$ cat config.mk
export PLATFORM = sky130hd
export DESIGN_NAME = weight_decoder
export DESIGN_NICKNAME = d
export VERILOG_FILES = /design/src/rtl/weight_pkg.sv /design/src/rtl/next_weight_word.sv /design/src/rtl/weight_decoder.sv
export SDC_FILE = /design/constraint.sdc
export NUM_CORES = 1
export LEC_CHECK = 0
export CAP_MARGIN = 20
export CORE_MARGIN = 4
export CORE_UTILIZATION = 57
export CTS_CLUSTER_DIAMETER = 80
export DETAILED_ROUTE_END_ITERATION = 10
export DONT_BUFFER_PORTS = 1
export PLACE_DENSITY = 0.85
export SYNTH_ARGS = -nofsm -noshare
export SYNTH_HDL_FRONTEND = slang
export SYNTH_HIERARCHICAL = 1
export SYNTH_SLANG_ARGS = --single-unit
$ cat constraint.sdc
create_clock -name clk -period 2.4 [get_ports clk]
set_input_delay 0.24 -clock clk [delete_from_list [all_inputs] [get_ports clk]]
set_output_delay 0.24 -clock clk [all_outputs]
set_load 0.02 [all_outputs]
$ cat src/rtl/weight_pkg.sv
// weight_pkg: shared constants, types and tables for the weight decoder.
//   XW           - width of an emitted word (7)
//   YW           - width of a requested weight (3)
//   IDXW         - width of the ordinal of a word inside its sequence (6)
//   state_e      - decoder FSM state (IDLE, EMIT)
//   WEIGHT_COUNT - sequence length C(7,y) for every weight y
package weight_pkg;

  localparam int XW   = 7;
  localparam int YW   = 3;
  localparam int IDXW = 6;

  typedef enum logic {
    IDLE = 1'b0,
    EMIT = 1'b1
  } state_e;

  localparam int WEIGHT_COUNT [0:7] = '{1, 7, 21, 35, 35, 21, 7, 1};

endpackage

$ cat src/rtl/next_weight_word.sv
// next_weight_word: combinational same-popcount successor of a 7-bit word.
//   x_i         in   current word
//   y_i         in   latched weight (popcount of x_i)
//   next_x_o    out  smallest 7-bit value above x_i with the same popcount
//   is_last_o   out  next_x_o is the final (largest) word of weight y_i
// Only meaningful when x_i is not already the final word of its weight.
module next_weight_word
  import weight_pkg::*;
(
  input  logic [XW-1:0] x_i,
  input  logic [YW-1:0] y_i,
  output logic [XW-1:0] next_x_o,
  output logic          is_last_o
);

  logic [XW:0] x8;
  logic [XW:0] low_bit;
  logic [XW:0] ripple;
  logic [XW:0] next8;
  logic [XW:0] last8;
  logic [2:0]  tz;

  // Gosper's hack in 8 bits: isolate the lowest set bit, ripple it up, then
  // re-pack the displaced ones at the bottom of the word.
  assign x8      = {1'b0, x_i};
  assign low_bit = x8 & (~x8 + 8'd1);
  assign ripple  = x8 + low_bit;

  // Count trailing zeros of the isolated bit (scan high to low so the lowest
  // set bit wins; low_bit has at most one bit set anyway).
  always_comb begin
    tz = 3'd0;
    for (int i = XW; i >= 0; i--) begin
      if (low_bit[i]) tz = 3'(i);
    end
  end

  assign next8 = (((ripple ^ x8) >> 2) >> tz) | ripple;

  // Largest word of weight y: y ones packed against the top of the 7 bits.
  assign last8 = ((8'd1 << y_i) - 8'd1) << (3'd7 - y_i);

  assign next_x_o  = next8[XW-1:0];
  assign is_last_o = (next8 == last8);

endmodule

$ cat src/rtl/weight_decoder.sv
// weight_decoder: accepts a weight y (0..7) and emits, in ascending order,
// every 7-bit word whose popcount equals y, one word per handshake.
//   clk        in   rising-edge clock
//   rst        in   synchronous active-high reset
//   y_valid    in   weight request valid
//   y_ready    out  decoder idle and able to take a weight
//   y          in   requested weight
//   x_valid    out  x holds a valid word
//   x_ready    in   consumer accepts x
//   x          out  current word
//   x_last     out  x is the final word of the sequence
//   x_index    out  ordinal of x within the sequence
//   state_dbg  out  current FSM state
//
// Handshake: a transfer happens on a rising edge where valid and ready are
// both high; valid never depends on ready, and all outputs come straight
// from registers (y_ready/x_valid are decodes of the state register).
module weight_decoder
  import weight_pkg::*;
(
  input  logic            clk,
  input  logic            rst,
  input  logic            y_valid,
  output logic            y_ready,
  input  logic [YW-1:0]   y,
  output logic            x_valid,
  input  logic            x_ready,
  output logic [XW-1:0]   x,
  output logic            x_last,
  output logic [IDXW-1:0] x_index,
  output state_e          state_dbg
);

  state_e          state_q, state_d;
  logic [XW-1:0]   x_q, x_d;
  logic [YW-1:0]   y_q, y_d;
  logic [IDXW-1:0] idx_q, idx_d;
  logic            last_q, last_d;

  logic [XW-1:0]   succ_x;
  logic            succ_is_last;

  next_weight_word u_next (
    .x_i       (x_q),
    .y_i       (y_q),
    .next_x_o  (succ_x),
    .is_last_o (succ_is_last)
  );

  always_comb begin
    state_d = state_q;
    x_d     = x_q;
    y_d     = y_q;
    idx_d   = idx_q;
    last_d  = last_q;
    unique case (state_q)
      IDLE: begin
        if (y_valid) begin
          state_d = EMIT;
          y_d     = y;
          // Lowest word of weight y: y ones at the bottom (0 for y=0).
          x_d     = ~(7'h7f << y);
          idx_d   = '0;
          // Only the all-zeros and all-ones weights have a single word.
          last_d  = (y == 3'd0) || (y == 3'd7);
        end
      end
      EMIT: begin
        if (x_ready) begin
          if (last_q) begin
            state_d = IDLE;
            x_d     = '0;
            idx_d   = '0;
            last_d  = 1'b0;
          end else begin
            x_d     = succ_x;
            idx_d   = idx_q + 6'd1;
            last_d  = succ_is_last;
          end
        end
      end
      default: state_d = IDLE;
    endcase
  end

  always_ff @(posedge clk) begin
    if (rst) begin
      state_q <= IDLE;
      x_q     <= '0;
      y_q     <= '0;
      idx_q   <= '0;
      last_q  <= 1'b0;
    end else begin
      state_q <= state_d;
      x_q     <= x_d;
      y_q     <= y_d;
      idx_q   <= idx_d;
      last_q  <= last_d;
    end
  end

  assign y_ready   = (state_q == IDLE);
  assign x_valid   = (state_q == EMIT);
  assign x         = x_q;
  assign x_last    = last_q;
  assign x_index   = idx_q;
  assign state_dbg = state_q;

endmodule

# After elaboration in Yosys (flattened, before gate mapping)
# Cells that the tools add are included.
dict set report op_classes {
  bitwise_logic 6
  div_mod_pow 0
  eq_ne 4
  n_addsub 5
  n_lt_le_gt_ge 0
  mul 0
  muxes 24
  shifts 4
  reduce_logical 4
}
# op count
set op_table {}
lappend op_table {{$mux 3} 8}
lappend op_table {{$mux 7} 3}
lappend op_table {{$mux 6} 3}
lappend op_table {{$pmux 7 s2} 1}
lappend op_table {{$pmux 6 s2} 1}
lappend op_table {{$add 7x8->8} 1}
lappend op_table {{$add 8x1->8 const B} 1}
lappend op_table {{$and 7x8->8} 1}
lappend op_table {{$eq 8x8->1} 1}
lappend op_table {{$not 7->8} 1}
lappend op_table {{$or 8x8->8} 1}
lappend op_table {{$shl 1x3->8 const A} 1}
lappend op_table {{$shl 8x3->8} 1}
lappend op_table {{$shr 6x3->8} 1}
lappend op_table {{$sub 8x1->8 const B} 1}
lappend op_table {{$xor 8x7->8} 1}
lappend op_table {{$not 7->7} 1}
lappend op_table {{$shl 7x3->7 const A} 1}
lappend op_table {{$add 6x1->6 const B} 1}
lappend op_table {{$mux 1} 6}
lappend op_table {{$ne 2x2->1 const B} 2}
lappend op_table {{$pmux 1 s2} 2}
lappend op_table {{$reduce_and 2->1} 2}
lappend op_table {{$eq 3x3->1 const B} 1}
lappend op_table {{4 further kinds} 4}
dict set report word_totals {
  latch_bits 0
  out_inout_bits 17
  regBits 18
  mem_bits_ro 0
  memories 0
  ramBits 0
  word_cells 52
  inputBits 7
}

# Longest topological paths before layout
dict set report depth {
  word_depth 17
  mapped_depth 16
  mapped_depth_nobuf 15
}

# Cells and area by module
# The synthesis kept the hierarchy.
# mod cells_per_inst n_inst seq_area_each_um2 area_each_um2
set modules_own_cells {}
lappend modules_own_cells {next_weight_word 137 1 0.0 933.4}
lappend modules_own_cells {weight_decoder 102 1 360.3 842.1}

# Least setup slack after synthesis
# Ideal clock, no wire load.
dict set report synth_path {
  path_kind {flip-flop to flip-flop}
  start {register x_q[4], in the netlist x[4]}
  end {register last_q, in the netlist x_last}
  arrival_time_ps 2717
  n_path_buf 1
  period_less_slack_ps 2787
  setup_time_ps 71
  path_stages_with_launch 14
  required_ps 2329
  slack_ps -387
  cell_sequence {dfxtp_1 -> buf_6 -> nor3b_1 -> o31ai_1 -> o21ai_0 -> o22a_1 -> a221o_2 -> o41ai_1 -> nor2_1 -> nor4_2 -> inv_1 -> o21ai_0 -> nand4_1 -> a21oi_1}
}
dict set report synth_between {
  elab_chain_cells 17
  elab_cells_between_ends 19
  classes_between {add/sub: 2; eq/ne: 1; shift: 1; mux: 11; bitwise: 4}
}
# item line
set synth_rtl {}
lappend synth_rtl {{start, declared} weight_decoder.sv:35} ;# logic [XW-1:0] x_q, x_d;
lappend synth_rtl {{start signal, assigned} weight_decoder.sv:89} ;# x_q <= '0;
lappend synth_rtl {{start signal, assigned} weight_decoder.sv:95} ;# x_q <= x_d;
lappend synth_rtl {{$not 7->8} next_weight_word.sv:26} ;# assign low_bit = x8 & (~x8 + 8'd1);
lappend synth_rtl {{$add 8x1->8} next_weight_word.sv:26}
lappend synth_rtl {{$and 7x8->8} next_weight_word.sv:26}
lappend synth_rtl {{$mux 3 (8 in a row)} next_weight_word.sv:34} ;# if (low_bit[i]) tz = 3'(i);
lappend synth_rtl {{$shr 6x3->8 *} next_weight_word.sv:38} ;# assign next8 = (((ripple ^ x8) >> 2) >> tz) | ripple;
lappend synth_rtl {{$or 8x8->8 *} next_weight_word.sv:38}
lappend synth_rtl {{net succ_x[3]} weight_decoder.sv:40} ;# logic [XW-1:0] succ_x;
lappend synth_rtl {{$eq 8x8->1 *} next_weight_word.sv:44} ;# assign is_last_o = (next8 == last8);
lappend synth_rtl {{net succ_is_last} weight_decoder.sv:41} ;# logic succ_is_last;
lappend synth_rtl {{$mux 1 *} weight_decoder.sv:70} ;# if (last_q) begin
lappend synth_rtl {{$mux 1 *} weight_decoder.sv:69} ;# if (x_ready) begin
lappend synth_rtl {{$pmux 1 s2 *} weight_decoder.sv:56} ;# unique case (state_q)
lappend synth_rtl {{end signal, assigned} weight_decoder.sv:98} ;# last_q <= last_d;
lappend synth_rtl {{end, declared} weight_decoder.sv:38} ;# logic last_q, last_d;
# The timed path passes the listed nets; every way through them passes the cells marked *. The select of a mux whose other input is x is not followed.
# A chain may end at the register's enable or synchronous reset.

# Worst setup path after layout
dict set report layout_path {
  start {register x_q[3], in the netlist x[3]}
  end {register last_q, in the netlist x_last}
}
dict set report layout_between {
  elab_chain_cells 17
  elab_cells_between_ends 19
  classes_between {add/sub: 2; eq/ne: 1; shift: 1; mux: 11; bitwise: 4}
}
# item line
set layout_rtl {}
lappend layout_rtl {{$not 7->8} next_weight_word.sv:26}
lappend layout_rtl {{$add 8x1->8} next_weight_word.sv:26}
lappend layout_rtl {{$and 7x8->8} next_weight_word.sv:26}
lappend layout_rtl {{$mux 3 (8 in a row)} next_weight_word.sv:34}
lappend layout_rtl {{$shr 6x3->8} next_weight_word.sv:38}
lappend layout_rtl {{$or 8x8->8 *} next_weight_word.sv:38}
lappend layout_rtl {{net succ_x[3]} weight_decoder.sv:40}
lappend layout_rtl {{$eq 8x8->1 *} next_weight_word.sv:44}
lappend layout_rtl {{net succ_is_last} weight_decoder.sv:41}
lappend layout_rtl {{$mux 1 *} weight_decoder.sv:70}
lappend layout_rtl {{$mux 1 *} weight_decoder.sv:69}
lappend layout_rtl {{$pmux 1 s2 *} weight_decoder.sv:56}
# Marked as above.

==> summary.txt <==
Timing
  • Worst hold margin: -0.00998 ns
  • Final Hold Fails: 1
  • Worst slew pin tran: 0.486 ns
  • Fmax achieved: 361 MHz
  • Post-route minimum period: 2.77 ns
  • Worst clock skew: about 0.0021 ns
  • Period utilization: 115%
  • Setup Viol. Count Final: 1
  • Slew HR: around two thirds
  • Slew Viols, Final: 0
  • Setup TNS: -0.371 ns
  • Setup ws final: -0.371 ns
  • RSZ-0062 raised after global routing: yes

Setup path
  • Worst setup EP type: flip-flop
  • Crit-path slowest cell: a221o_2
  • CP Launch Point: x[3]
  • Kind of critical path: reg -> reg
  • CP required: 2.63 ns
  • Worst path top cell family by delay: compound AO/OA/AOI/OAI gates
  • CP bufs+invs: 2
  • WP data arrival: 3.01 ns
  • Slowest stage delay, CP: 0.40 ns
  • R2R setup slack: -0.37 ns
  • CP max FO: 6
  • Reg-to-reg startpoint: x[3]
  • Crit start category: flip-flop
  • Worst-path cell chain: buf_4, o31ai_2, o21ai_0, o22a_1, a221o_2, o41ai_2, nor2_1, nor4_2, inv_1, o21ai_1, nand4_1, a21oi_1

Yosys
  • Post-synthesis register bit count: 18
  • Synth async-reset ratio: 0%
  • Ys Warns: 6
  • Top FF cell, synth: dfxtp_1
  • Number of flops mapped to enable cells by yosys: 0
  • Yosys cell types: 58
  • Post-Syn Area: 0.00178 mm2
  • Synthesized Nets: ~250
  • Synth Area per Inst: 7.43 um2
  • Cells after synthesis: 239
  • Register area share after synthesis: 20.3%

Drt
  • Drt total wl: 5880 um
  • Final ANT Viol Nets: 0
  • Via density: 6.66
  • DRT iter0 DRCs: 334
  • DRT Pass-1 Iters: 6
  • # DRC: 0
  • WL per Instance: 18.3 um
  • Vias: 2143

Power
  • Worst VDD drop: 0.542 mV
  • Power, Total: 1.27 mW
  • Power per Cell Area: 563 mW/mm2
  • Pleak: ~0.91 nW

Worst hold path
  • HP Class: in -> reg
  • Hold wc startpoint: rst

Global route
  • Vias in the first global route: approximately 1.9k
  • Initial antenna violation count: 0
  • Global Route Usage Sum: about a quarter
  • Largest net degree at the start of global routing: 19
  • First-pass GRT wire length: 8600 um
  • GR Overflow Total: 0

Outcome
  • Outcome: finished with violations
  • Failing checks: negative hold slack, negative setup slack

Floorplan
  • Die ar.: 0.00407 mm2
  • Die height: 63.8 um
  • Die width: between 60 and 70 um
  • Num ports: 24
  • Initial Utilization: 61.7%
  • Core box area: 0.00288 mm2
  • Std-Cell Rows: 19

Place
  • DP HPWL: 3720 um
  • IO Port Bufs: 0
  • GP Congestion: 0.962

Finish
  • Layout area overhead: 27.0%
  • Util after Layout: approximately 80%
  • Share of layout cells above drive strength 1: a little under a third
  • Diode count: 0
  • Most frequent cells in the layout: buf_4, nor2_1, nand2_1
  • Layout Nets: 290
  • Layout fillers: 185
  • Leading cell type in the layout, fill and taps excluded: buf_4

CTS
  • Clock slew at reported path FFs: 0.10 ns
  • Clock Tree Root: clkbuf_4
  • Inserted Clock Buffers: 3
  • Clock net sink count: 18
  • CTS tree: done
  • H-tree Lvls: 1
  • CTS Buffer Depth: 2
  • Worst-skew pair later-pin latency: 0.29 ns

Job
  • Number of max-cap violations: 0
logic make-up (layout without fill, tap and decap cells):
kind of cell | after synthesis | count (layout) | share of synthesized area [%]
buffers and inverters | 34 | 75 | 13.5
AND/OR/NAND/NOR | 100 | 100 | 27.3
flip-flops | 18 | 18 | 20.3
adder cells (fa/ha/maj) | 2 | 2 | 1.41
AO/OA/AOI/OAI | 72 | 72 | 30.5
multiplexers | 8 | 8 | 4.51
XOR/XNOR | 5 | 5 | 2.47
synth_stat cells, drive strengths merged, types with 4 or more instances:
master / count / area (um2)
buf: 22 / 195
o21ai: 10 / 50.1
nor2: 35 / 131
nor3: 7 / 35.0
inv: 10 / 37.5
a21oi: 12 / 60.1
nand2b: 5 / 31.3
nand3: 10 / 50.1
o211ai: 4 / 43.8
a311oi: 4 / 41.3
mux2i: 8 / 80.1
nand2: 20 / 75.1
and2: 5 / 35.0
xnor2: 5 / 43.8
dfxtp: 18 / 360
a211oi: 9 / 67.6
state kept, by name, indices dropped and copies added (netlist names):
name,cells
y_q,3
state_dbg,1
x_last,1
x,7
x_index,6
path summary, 6_finish.rpt:
path	end	cells past startpoint
setup / recovery	x_last	12
hold / removal	x[1]	1
setup reg to reg	x_last	12
hold reg to reg	x_index[5]	2
worst register-to-register path, stage by stage, from the launching register on:
cell and delay [ns]:
dfxtp_4 0.38, buf_4 0.18, o31ai_2 0.39, o21ai_0 0.16, o22a_1 0.18, a221o_2 0.40
o41ai_2 0.23, nor2_1 0.09, nor4_2 0.26, inv_1 0.08, o21ai_1 0.13, nand4_1 0.10
a21oi_1 0.14
power by group:
part           internal, mW  switching [mW]
combinational         0.342           0.387
sequential            0.321          0.0333
clock                0.0925          0.0932
total                 0.755           0.514
per-layer routing:
metal	up-vias	global-route usage [%]	wire, um
met5	-	0	0
met4	0	8.63	285
met3	47	6.83	621
met2	171	41.9	2770
met1	953	32.6	2200
li1	972	-	-
repair_timing:
item	in CTS	in global routing
resized for setup	2	20
hold buffers	2	4
setup buffers	0	2
cloned	0	0
endpoints found under the hold margin	1	16
pin swaps	1	3
endpoints found under the setup margin	1	2
layout make-up:
| class | instances | area, um2 | area share (%) |
|---|---|---|---|
| Tap cell | 42 | 52.6 | 2.33 |
| Timing Repair Buffer | 61 | 477 | 21.1 |
| Inverter | 10 | 37.5 | 1.66 |
| Clock buffer | 4 | 36.3 | 1.61 |
| Sequential cell | 18 | 374 | 16.6 |
| Multi-Input combinational cell | 187 | 1280 | 56.7 |
stage by stage:
step	worst slack, ns	std cells	area [um2]
after floorplan	-0.218	239	1800
after global placement	-0.246	310	2040
after detailed placement	-0.322	310	2040
after CTS	-0.323	316	2100
after global routing	-0.437	322	2250
final	-0.371	322	2250
No activity file was read; power rests on OpenSTA's default activity.
